--- src/rtl/qlearn_pkg.sv ---
// Shared Q-learning datapath definitions: sizes, scan FSM states and a
// signed/unsigned greater-than helper.
package qlearn_pkg;

    localparam int DATA_W = 16;
    localparam int N_ACT  = 16;
    localparam int SEL_W  = 4;

    typedef enum logic [1:0] {
        IDLE = 2'd0,
        SCAN = 2'd1,
        DONE = 2'd2
    } scan_state_e;

    function automatic logic q_gt(input logic [DATA_W-1:0] a,
                                  input logic [DATA_W-1:0] b,
                                  input logic              signed_cmp);
        logic res;
        if (signed_cmp) begin
            res = ($signed(a) > $signed(b));
        end else begin
            res = (a > b);
        end
        return res;
    endfunction

endpackage

--- src/rtl/qmax_cmp.sv ---
// Combinational strict greater-than comparator, shared by the max and min
// scan stages.
module qmax_cmp #(
    parameter int DATA_W     = 16,
    parameter bit SIGNED_CMP = 1'b0
) (
    input  logic [DATA_W-1:0] a,
    input  logic [DATA_W-1:0] b,
    output logic              a_gt_b
);

    generate
        if (SIGNED_CMP) begin : g_signed
            assign a_gt_b = ($signed(a) > $signed(b));
        end else begin : g_unsigned
            assign a_gt_b = (a > b);
        end
    endgenerate

endmodule

--- src/rtl/qmax_scanner.sv ---
// Sequential argmax over the Q-value mux: sweeps sel_o one entry per clock
// and keeps the running maximum and its index.
module qmax_scanner #(
    parameter int DATA_W     = qlearn_pkg::DATA_W,
    parameter int N_ACT      = qlearn_pkg::N_ACT,
    parameter int SEL_W      = qlearn_pkg::SEL_W,
    parameter bit SIGNED_CMP = 1'b0
) (
    input  logic              clk,
    input  logic              rst_n,
    input  logic              start_i,
    input  logic [SEL_W:0]    num_act_i,
    output logic [SEL_W-1:0]  sel_o,
    input  logic [DATA_W-1:0] mux_dout_i,
    output logic              busy_o,
    output logic              done_o,
    output logic [DATA_W-1:0] max_val_o,
    output logic [SEL_W-1:0]  max_idx_o
);

    import qlearn_pkg::*;

    localparam logic [SEL_W:0] N_ACT_W = (SEL_W+1)'(N_ACT);

    scan_state_e       state_q;
    logic [SEL_W-1:0]  sel_q;
    logic [SEL_W:0]    lim_q;
    logic [SEL_W:0]    lim_d;
    logic              busy_q;
    logic              done_q;
    logic [DATA_W-1:0] max_val_q;
    logic [SEL_W-1:0]  max_idx_q;
    logic              gt_s;
    logic              take_s;
    logic              last_s;

    qmax_cmp #(
        .DATA_W    (DATA_W),
        .SIGNED_CMP(SIGNED_CMP)
    ) u_cmp (
        .a     (mux_dout_i),
        .b     (max_val_q),
        .a_gt_b(gt_s)
    );

    // Clamp the requested length; entry 0 always seeds the running maximum.
    always_comb begin
        lim_d = num_act_i;
        if ((num_act_i == (SEL_W+1)'(0)) || (num_act_i > N_ACT_W)) begin
            lim_d = N_ACT_W;
        end else begin
            lim_d = num_act_i;
        end
        take_s = (sel_q == SEL_W'(0)) || gt_s;
        last_s = ({1'b0, sel_q} == (lim_q - (SEL_W+1)'(1)));
    end

    // Scan FSM with select counter and registered result/handshake outputs.
    always_ff @(posedge clk or negedge rst_n) begin
        if (!rst_n) begin
            state_q   <= IDLE;
            sel_q     <= SEL_W'(0);
            lim_q     <= (SEL_W+1)'(0);
            busy_q    <= 1'b0;
            done_q    <= 1'b0;
            max_val_q <= DATA_W'(0);
            max_idx_q <= SEL_W'(0);
        end else begin
            case (state_q)
                IDLE: begin
                    done_q <= 1'b0;
                    if (start_i) begin
                        lim_q   <= lim_d;
                        sel_q   <= SEL_W'(0);
                        busy_q  <= 1'b1;
                        state_q <= SCAN;
                    end
                end
                SCAN: begin
                    if (take_s) begin
                        max_val_q <= mux_dout_i;
                        max_idx_q <= sel_q;
                    end
                    if (last_s) begin
                        busy_q  <= 1'b0;
                        done_q  <= 1'b1;
                        state_q <= DONE;
                    end else begin
                        sel_q <= sel_q + SEL_W'(1);
                    end
                end
                DONE: begin
                    done_q  <= 1'b0;
                    state_q <= IDLE;
                end
                default: begin
                    busy_q  <= 1'b0;
                    done_q  <= 1'b0;
                    state_q <= IDLE;
                end
            endcase
        end
    end

    assign sel_o     = sel_q;
    assign busy_o    = busy_q;
    assign done_o    = done_q;
    assign max_val_o = max_val_q;
    assign max_idx_o = max_idx_q;

endmodule

--- config.mk ---
export PLATFORM = sky130hd
export DESIGN_NAME = qmax_scanner
export DESIGN_NICKNAME = d
export VERILOG_FILES = /design/src/rtl/qlearn_pkg.sv /design/src/rtl/qmax_cmp.sv /design/src/rtl/qmax_scanner.sv
export SDC_FILE = /design/constraint.sdc
export NUM_CORES = 1
export LEC_CHECK = 0
export ABC_AREA = 1
export CAP_MARGIN = 20
export CORE_AREA = 2 2 70 72
export CTS_CLUSTER_DIAMETER = 30
export CTS_CLUSTER_SIZE = 20
export DETAILED_ROUTE_END_ITERATION = 8
export DIE_AREA = 0 0 72 74
export PLACE_DENSITY = 0.79
export SLEW_MARGIN = 20
export SYNTH_ARGS = -nofsm -noshare
export SYNTH_HDL_FRONTEND = slang
export SYNTH_SLANG_ARGS = --single-unit
--- constraint.sdc ---
create_clock -name clk -period 1.7 [get_ports clk]
set_input_delay 0.34 -clock clk [delete_from_list [all_inputs] [get_ports clk]]
set_output_delay 0.34 -clock clk [all_outputs]
set_load 0.01 [all_outputs]
# Word-level counts from Yosys, hierarchy flattened
# Index checks and enable logic that the tools add are counted.
# word_totals
reg_bits	33
in_bits	24
out_inout_bits	26
word_cells	41
# classes
addsub	2
n_lt_le_gt_ge	2
eq_ne	6
muxes	12
bitwise_logic	1
reduce_logical	11
# ops
cell	count
$gt A16 B16 Y1	1
$mux W4	2
$pmux W4 S2	1
$ne A2 B2 Y1 const B	3
$reduce_and A2 Y1	3
$reduce_and A3 Y1	2
$eq A4 B5 Y1	1
$gt A5 B5 Y1 const B	1
$logic_not A5 Y1	1
$mux W5	1
$sub A5 B1 Y5 const B	1
$add A4 B1 Y4 const B	1
$logic_not A4 Y1	1
$mux W1	4
$mux W2	2
$pmux W2 S2	1
$pmux W1 S3	1
$eq A2 B1 Y1 const B	1
$eq A2 B2 Y1 const B	1
$logic_not A2 Y1	1
$logic_or A1 B1 Y1	2
$reduce_bool A2 Y1	1
$not A1 Y1	1

# Depth between registers and ports, before layout
# logic_depth
word_depth	4
ltp_mapped	17
depth_no_buf	16

# Cells and area by module
# Synthesis repeated with hierarchy kept, for this count alone.
# unflattened
hier_cells	255
hier_area_um2	1986.9
# by_module_without_submodules
mod	instances	cells_each	area_per_inst_um2	seq_area_each_um2
qmax_scanner	1	183	1550.2	825.8
qmax_cmp	1	72	436.7	0.0

# Worst setup path after synthesis
# No wires, ideal clock.
# synth_timing
path_kind	register to register
startpoint	register max_val_q[15] (netlist: max_val_o[15])
endpoint	register max_val_q[7] (netlist: max_val_o[7])
setup_ps	117
arrival_ps	1530
required_ps	1583
setup_slack_ps	53
stages_incl_launch_ff	13
path_buffers	1
period_less_slack_ps	1647
path_cell_list	dfrtp_1 inv_1 ha_1 nand2_1 nor3_2 nand2_1 nand2_1 nand2_1 nand2_1 nand2_1 buf_2 nand2_1 nand2_1
# synth_via
elab_chain_len	3
# synth_lines
element	line	source
from (decl)	qmax_scanner.sv:31	logic [DATA_W-1:0] max_val_q;
from (signal assigned)	qmax_scanner.sv:81	max_val_q <= mux_dout_i;
$gt A16 B16 Y1	qmax_cmp.sv:16	assign a_gt_b = (a > b);
$logic_or A1 B1 Y1	qmax_scanner.sv:54	take_s = (sel_q == SEL_W'(0)) || gt_s;
$reduce_and A2 Y1 (no line)	--	
# No other way between the ends.
# A chain may end at the register's enable or synchronous reset.

# Worst setup path in the final report
# layout_timing
startpoint	register max_val_q[13] (netlist: max_val_o[13])
endpoint	register max_val_q[11] (netlist: max_val_o[11])
# The elaborated chain is that of the path after synthesis.

==> flow_metrics.py <==
metrics = {
    "placement": {
        "post_dp_cell_area_um2": 2700,
        "post-dp-hpwl_um": 3390,
        "gp_congestion": 0.822,
        "numPortBuffers": 49,
        "dp.cells": 369,
    },
    "grt": {
        "grt_pass1_wl_um": 7850,
        "gr-usage-met2": 0.355,
        "grt.busiest_layer": "met2",
        "grt_overflow": 0,
        "grt_pass1_vias": 1867,
        "grt_util_met1": 0.209,
        "grt.total_usage": 0.191,
        "grt_max_degree": 34,
        "antenna_found_initial": 0,
        "grt_use_met3": 0.0556,
    },
    "drt": {
        "post_drt_wl_per_cell_um": 14.0,
        "drtAntennaViolNets": 0,
        "wirelength_um": 5430,
        "drcViolationCount": 0,
        "drt-initial-drc-count": 108,
        "vias": 1981,
        "drt-pass1-iter-count": 4,
        "via_per_inst": 5.12,
    },
    "cells_and_area": {
        "nNetsFinal": 376,
        "layout_commonest_cell": "nand2_1",
        "postLayoutCoreUtil": 0.681,
        "diodes": 0,
        "seq_area_um2": 831,
        "multi_input_area_um2": 1160,
        "layout_common_cells": "nand2_1 (44), buf_4 (34), nand3_1 (32)",
        "fin_area_um2": 3130,
        "nFillCells": 335,
        "final_layout_size_suffix_gt1_frac": 0.309,
        "finalNonFillerCells": 387,
        "area_delta_synth_final_pct": 60.4,
    },
    "sta": {
        "period_needed_ns": 1.87,
        "grt_setup_unrepaired": "yes",
        "finalMaxSlewViolations": 0,
        "post-route-period-util": 1.10,
        "fmax_ghz": 0.536,
        "holdWs_ns": 0.355,
        "tightestPinTransition_ns": 0.442,
        "finalHoldViolations": 0,
        "max-slew-margin-rel": 0.705,
        "setup_viol": 20,
        "finalWorstSetupSlack_ns": -0.166,
        "clock_skew_ns": 0.00454,
    },
    "clocking": {
        "hold_buffers": 0,
        "clk_latency_ns": 0.30,
        "cts_tree": "done",
        "cts_buffers": 5,
        "clock_path_buffers": 2,
        "h-tree-depth": 2,
        "cts.sinks": 33,
        "cts.clk_slew.worst_paths_ns": 0.07,
        "cts_root_buf": "clkbuf_8",
    },
    "synth": {
        "syn_avg_cell_area_um2": 8.03,
        "seq_area_frac_synth": 0.423,
        "syn_area_um2": 1950,
        "yosys_warnings": 0,
        "ys_ff_latch": 33,
        "syn-num-nets": 287,
        "synth.distinct_cells": 24,
        "syn-instance-count": 243,
    },
    "die": {
        "die_h_um": 74,
        "initial_utilization": 0.424,
        "placementRows": 25,
        "core-area_um2": 4600,
        "die_area_um2": 5330,
        "io_pins": 50,
        "die_w_um": 72,
    },
    "setup_path": {
        "worstPathMaxFanout": 8,
        "endpoint_kind": "flip-flop",
        "startpoint_type": "flip-flop",
        "cp.arrival_ns": 2.05,
        "crit_required_ns": 1.88,
        "worstSetupPathType": "reg2reg",
    },
    "power_and_ir_drop": {
        "leakagePower_nw": 1.69,
        "power.density_nw_per_um2": 1920,
        "ir_drop_v": 0.00106,
    },
    "job": {
        "drv_cap": 0,
    },
    "run_status": {
        "status": "finished with violations",
        "failed_checks": "setup timing",
    },
    "worst_hold_path": {
        "hp-class": "in2reg",
    },
}
[where the power goes]
part	internal [mW]	switching, mW
combinational	1.96	2.05
sequential	1.14	0.262
clock	0.282	0.311
total	3.38	2.62
[final cells by class]
type	instances	share of cell area
Clock inverter	3	0.00560
Tap cell	54	0.0216
Inverter	37	0.0444
Multi-Input combinational cell	167	0.370
Clock buffer	5	0.0220
Sequential cell	33	0.265
Timing Repair Buffer	88	0.271
[metal layers]
layer  share of wire  vias to the layer above
met5               0                        -
met4           0.019                        0
met3           0.068                       12
met2            0.54                       63
met1            0.37                      954
li1                -                      952
[worst paths after layout]
check	startpoint	endpoint	slack, ns	cells past startpoint
max in group asynchronous	rst_n	sel_o[0]	0.93	2
min in group asynchronous	rst_n	max_val_o[4]	0.44	2
worst max-delay path	max_val_o[13]	max_val_o[11]	-0.17	12
worst max register to register	max_val_o[13]	max_val_o[11]	-0.17	12
worst min-delay path	mux_dout_i[5]	max_val_o[5]	0.35	3
worst min register to register	max_idx_o[1]	max_idx_o[1]	0.50	2
[cell families (layout without fill, tap and decap cells)]
group | Yosys count | in the layout | share of synthesized area
flops | 33 | 33 | 0.423
xor+xnor | 6 | 6 | 0.0269
buf+inv | 43 | 133 | 0.0865
simple gates | 120 | 120 | 0.274
compound gates | 21 | 21 | 0.0609
fa+ha+maj | 20 | 20 | 0.128
[critical path, cell delays in order (launching register included)]
cell	delay [ns]
dfrtp_1	0.35
inv_1	0.05
ha_1	0.33
nand2_2	0.11
nor3_4	0.20
nand2_1	0.08
nand2_1	0.08
nand2_2	0.07
nand2_4	0.12
nand2_4	0.08
buf_6	0.16
nand2_2	0.06
nand2_2	0.06
[cell usage after synthesis]
cell / instances / area, µm²
o21ai_0: 2 / 10.0
nand4_1: 1 / 6.26
buf_4: 1 / 7.51
nand3_1: 32 / 160
xor2_1: 3 / 26.3
ha_1: 20 / 250
inv_1: 33 / 124
a21o_1: 1 / 7.51
nand2_2: 1 / 6.26
nor3_2: 1 / 10.0
nand2_1: 66 / 248
nand2_4: 2 / 22.5
o21ai_1: 7 / 35.0
buf_2: 3 / 15.0
o21ai_2: 3 / 26.3
nand3_2: 2 / 20.0
nor2_2: 1 / 6.26
clkbuf_1: 2 / 7.51
or4_1: 1 / 7.51
xnor2_1: 3 / 26.3
inv_2: 4 / 15.0
nor2_1: 13 / 48.8
a21oi_1: 8 / 40.0
dfrtp_1: 33 / 826
[through the flow]
stage | setup TNS [ns] | setup WS [ns] | total power [mW]
after detailed placement | -10.67 | -0.543 | 4.53
after global placement | -9.43 | -0.457 | 4.42
after CTS | -2.23 | -0.131 | 5.29
final | -2.84 | -0.166 | 6.00
after floorplan | 0 | 0.0534 | 3.13
after global routing | -4.71 | -0.249 | 6.46
[flip-flops by register name (all words and copies together) (netlist names)]
name and cells:
max_val_o 16, lim_q 5, busy_o 1, done_o 1, max_idx_o 4, state_q 2, sel_o 4
[timing repair]
action	in CTS	in global routing
setup endpoints to repair	25	33
gates cloned	0	1
buffers inserted	1	8
pin swaps	16	16
gates resized for setup	22	54
(Power assumes the default switching activity.)
